File: src/rtl/pending_event_server.sv
`default_nettype none
// ============================================================================
// Module      : pending_event_server
// Description : Sticky per-source event flags with a round-robin server that
//               hands out pending source indices over a valid/ready handshake
//               and clears each flag as it is consumed. Lost events are
//               recorded in sticky overflow bits.
// Revision    : 1.0 - initial release
// ============================================================================
module pending_event_server #(
    parameter int NUM_INPUTS = 8,
    parameter int IDX_W      = (NUM_INPUTS > 1) ? $clog2(NUM_INPUTS) : 1
) (
    input  logic                  clk,
    input  logic                  rst,
    input  logic [NUM_INPUTS-1:0] event_in,
    output logic [NUM_INPUTS-1:0] pending,
    output logic                  any_pending,
    output logic                  out_valid,
    input  logic                  out_ready,
    output logic [IDX_W-1:0]      out_idx,
    output logic [NUM_INPUTS-1:0] overflow,
    input  logic                  clear_overflow
);

    localparam logic [0:0]       c_idle  = 1'b0;
    localparam logic [0:0]       c_offer = 1'b1;
    localparam logic [IDX_W:0]   c_num   = (IDX_W+1)'(NUM_INPUTS);
    localparam logic [IDX_W-1:0] c_last  = IDX_W'(NUM_INPUTS - 1);

    logic [0:0]            r_state;
    logic [IDX_W-1:0]      r_ptr;
    logic [IDX_W-1:0]      r_idx;
    logic [NUM_INPUTS-1:0] r_pending;
    logic [NUM_INPUTS-1:0] r_overflow;

    logic                  w_hs;
    logic [NUM_INPUTS-1:0] w_clr;
    logic [NUM_INPUTS-1:0] w_ovf_set;
    logic [IDX_W-1:0]      w_sel;
    logic [IDX_W:0]        w_cand;

    assign w_hs = (r_state == c_offer) && out_ready;

    // One-hot clear of the flag whose index is being accepted this cycle
    generate
        for (genvar i = 0; i < NUM_INPUTS; i++) begin : g_clr
            assign w_clr[i] = w_hs && (r_idx == IDX_W'(i));
        end
    endgenerate

    // An event is lost only if its flag is already set and not being consumed
    assign w_ovf_set = event_in & r_pending & ~w_clr;

    // Round-robin search starting at r_ptr; the wrap is modulo NUM_INPUTS, so
    // non-power-of-two source counts never probe unused indices. Scanning
    // offsets from the far end lets the nearest hit overwrite earlier ones.
    always_comb begin
        w_sel  = '0;
        w_cand = '0;
        for (int k = NUM_INPUTS - 1; k >= 0; k--) begin
            w_cand = {1'b0, r_ptr} + (IDX_W+1)'(k);
            if (w_cand >= c_num) begin
                w_cand = w_cand - c_num;
            end
            if (r_pending[w_cand[IDX_W-1:0]]) begin
                w_sel = w_cand[IDX_W-1:0];
            end
        end
    end

    // Server FSM: latch a selection in IDLE, hold it stable in OFFER until accepted
    always_ff @(posedge clk or posedge rst) begin
        if (rst) begin
            r_state <= c_idle;
            r_idx   <= '0;
            r_ptr   <= '0;
        end else begin
            case (r_state)
                c_idle: begin
                    if (|r_pending) begin
                        r_idx   <= w_sel;
                        r_state <= c_offer;
                    end
                end
                c_offer: begin
                    if (out_ready) begin
                        r_ptr   <= (r_idx == c_last) ? '0 : r_idx + IDX_W'(1);
                        r_state <= c_idle;
                    end
                end
                default: r_state <= c_idle;
            endcase
        end
    end

    // Sticky flags: a new event beats a same-cycle consume; overflow set beats clear
    always_ff @(posedge clk or posedge rst) begin
        if (rst) begin
            r_pending  <= '0;
            r_overflow <= '0;
        end else begin
            r_pending  <= (r_pending & ~w_clr) | event_in;
            r_overflow <= (clear_overflow ? '0 : r_overflow) | w_ovf_set;
        end
    end

    assign pending     = r_pending;
    assign any_pending = |r_pending;
    assign out_valid   = (r_state == c_offer);
    assign out_idx     = r_idx;
    assign overflow    = r_overflow;

endmodule
`default_nettype wire

File: config.mk
export PLATFORM = sky130hd
export DESIGN_NAME = pending_event_server
export DESIGN_NICKNAME = d
export VERILOG_FILES = /design/src/rtl/pending_event_server.sv
export SDC_FILE = /design/constraint.sdc
export NUM_CORES = 1
export LEC_CHECK = 0
export ABC_CLOCK_PERIOD_IN_PS = 3400
export CAP_MARGIN = 25
export CORE_ASPECT_RATIO = 0.7
export CORE_MARGIN = 3
export CORE_UTILIZATION = 35
export DETAILED_ROUTE_END_ITERATION = 16
export GPL_TIMING_DRIVEN = 0
export RECOVER_POWER = 50
export SLEW_MARGIN = 30
export SYNTH_ARGS = -nofsm -noshare
export SYNTH_HDL_FRONTEND = slang
export SYNTH_SLANG_ARGS = --single-unit
File: constraint.sdc
create_clock -name clk -period 3.4 [get_ports clk]
set_input_delay 0.68 -clock clk [delete_from_list [all_inputs] [get_ports clk]]
set_output_delay 0.68 -clock clk [all_outputs]
set_load 0.02 [all_outputs]
==> metrics.yaml <==
critical_path:
  worst_setup_path_start_kind: "flip-flop"
  critPathRequiredTime_ps: 3560
  worst_ep_arrival_time_ps: 3120
  critical_path.slowest_cell: "a211oi_2"
  crit_path_frequent_cell: "buf_2"
  crit_path_end_kind: "flip-flop"
  slowest_stage_delay_cp_ps: 540
  ordered_list_of_cells_on_the_worst_path: "buf_2, inv_1, ha_1, buf_2, buf_2, a211oi_2, a221oi_2, nor3_1, o211ai_1, a31o_1"
  reg2regPathDepth: 10
  cp_max_fo: 10
  path_class: "reg -> reg"
die:
  core.rowCount: 22
  coreArea_um2: 5370
  io_pins: 33
  floorplan.die.width_um: 96.1
  initial_core_util_pct: 37.1
  fp.dieH_um: 69.1
  floorplan.die_area_um2: 6640
clock_network:
  clock_tree.buffer_depth: 2
  numCtsBuffers: 3
  clock_tree_from_tritoncts: "done"
  post-cts-setup-buffers: 0
  htreeDepth: 1
  clk_latency_ps: 270
  cts.sinks: 23
  quantity_of_hold_fixing_buffers_added_after_cts: 0
  library_cell_used_as_clock_root_buffer: "clkbuf_8"
  worst_setup_hold_path_clk_slew_ps: 80
  cts-resized-gates: 0
place:
  global_placer_s_final_weighted_congestion: 0.859
  place.port_buffers: 31
  hpwlAfterDp_mm: 4.01
sta:
  timing.slew.headroom_pct: 45.7
  report.final.slew_viol_count: 0
  min_period_over_period_pct: 86.9
  hold_viol_final: 0
  grt_setup_unrepaired: "no"
  setup-tns-final_ps: 0
  slew_at_the_pin_closest_to_its_max_slew_limit_ps: 809
  setup_viol: 0
  fmaxAchievable_mhz: 338
  clock_skew_ps: 3.90
  final_period_minus_worst_setup_slack_ps: 2950
global_route:
  grt_first_pass_wirelength_mm: 8.56
  grt_pass1_vias: 1637
  antenna_found_initial: 0
  grt_max_degree: 24
  track_usage_pct: 16.3
  gr-total-overflow: 0
cells_and_area:
  nets: 277
  final.fill_count: 539
  flow.area_growth_from_synthesis_pct: 22.5
  layout-drive-gt1-share_pct: 14.5
  n_antenna_cell: 0
logic_synthesis:
  postSynth.topFlopCell: "dfrtp_1"
  synth-edff-count: 0
  netlist_instances: 221
  synth-async-reset-ratio_pct: 100
  yosys.area.top_type_share_pct: 28.9
  postSynthRegisterBits: 23
  yosysMostFrequentCell: "nand2_1"
  postSynthAreaPerCell_um2: 9.00
  synth_commonest_cells: "nand2_1 (31), inv_1 (26), dfrtp_1 (23)"
  ys_warn_count: 0
  synthDistinctLibCells: 44
  synth_seq_area_share_pct: 28.9
  post_synth_instance_area_um2: 1990
  ys_top_cells_by_area: "dfrtp_1 (29%), mux4_2 (11%), mux2i_1 (7.5%)"
  synth_nets: 241
  yosysTopAreaCell: "dfrtp_1"
min_path:
  worstHoldPathType: "reg -> reg"
  hold_path_depth: 2
routing:
  wl_mm: 5.18
  vias: 1729
  routed_via_density: 5.27
  drt_pre_antenna_iters: 4
  wl_per_cell_um: 15.8
  drtAntennaViolNets: 0
  initialDrtViolationCount: 140
  remaining_drc_errors: 0
pwr:
  fin_total_pwr_mw: 1.79
  p_leak_nw: 1.04
  powerDensity_nw_per_um2: 734
  irDropWorstVdd_mv: 0.243
outcome:
  run_status: "finished, final reports clean"
job:
  maxCapViolations: 0
==> stage by stage <==
step	std cells	util [%]	setup slack (ps)	hold slack (ps)	area, µm²
final	328	45.4	445	535	2440
after global routing	328	45.4	242	563	2440
after CTS	328	45.4	467	541	2440
after detailed placement	324	44.5	479	525	2390
after global placement	324	44.5	462	522	2390
after floorplan	221	-	895	616	1990
==> flip-flops by register name (all words and copies together) (netlist names) <==
register	count
out_idx	3
out_valid	1
overflow	8
pending	8
r_ptr	3
==> cells in the final DEF, fill, tap and decap left out, types with 3 or more instances in the layout <==
master and instances:
mux2i_1 15, nor3_1 4, ha_1 8, inv_1 25, clkdlybuf4s50_1 29, a21oi_1 9
mux4_2 10, mux2_2 6, xor2_1 4, o21ai_0 11, buf_2 5, nand2_1 31
clkbuf_8 3, clkbuf_1 6, nor2_1 8, dfrtp_1 23, o22ai_1 8, o21ai_1 3
nand3_1 6
==> area by class of cell <==
cell class	instances	area (µm²)	area share (%)
Buffer	17	92.6	3.80
Clock buffer	3	41.3	1.69
Clock inverter	1	5.00	0.205
Inverter	28	105	4.31
Multi-Input combinational cell	153	1220	49.9
Sequential cell	23	576	23.6
Tap cell	72	90.1	3.70
Timing Repair Buffer	31	310	12.7
==> per-layer routing <==
layer	GRT usage [%]	part of all wire, %
met5	0	0
met1	29.5	52
met3	3.49	9.4
met4	0.473	0
met2	19.6	38
==> worst max-delay path: cells and delay by family, from the launching register on <==
| kind | cells | cell delay [ps] |
|---|---|---|
| compound gates | 4 | 1090 |
| simple gates | 1 | 210 |
| flops | 1 | 360 |
| fa+ha+maj | 1 | 320 |
| buf+inv | 4 | 850 |
==> power breakdown <==
part	switching, mW	leakage (nW)	internal (mW)
logic	0.690	0.771	0.519
clock network	0.0900	0.0255	0.0819
registers	0.0731	0.243	0.335
total	0.853	1.04	0.936
==> cell families (layout without fill, tap and decap cells) <==
family	Yosys count	in the layout	synth area share [%]
buffers and inverters	45	80	9.94
AND/OR/NAND/NOR	58	58	12.8
adder cells (fa/ha/maj)	8	8	5.03
XOR/XNOR	6	6	2.64
multiplexers	34	34	24.3
flip-flops	23	23	28.9
AO/OA/AOI/OAI	47	47	16.4
==> final timing paths <==
kind	start	to	slack [ps]
max in group asynchronous	rst	out_idx[0]$_DFFE_PP0P_	2110
max reg2reg	r_ptr[0]$_DFFE_PP0P_	out_idx[1]$_DFFE_PP0P_	450
min	overflow[3]$_DFF_PP0_	overflow[3]$_DFF_PP0_	530
min reg2reg	overflow[3]$_DFF_PP0_	overflow[3]$_DFF_PP0_	530
max	r_ptr[0]$_DFFE_PP0P_	out_idx[1]$_DFFE_PP0P_	450
min in group asynchronous	rst	overflow[4]$_DFF_PP0_	900
No activity file was read; power rests on OpenSTA's default activity.
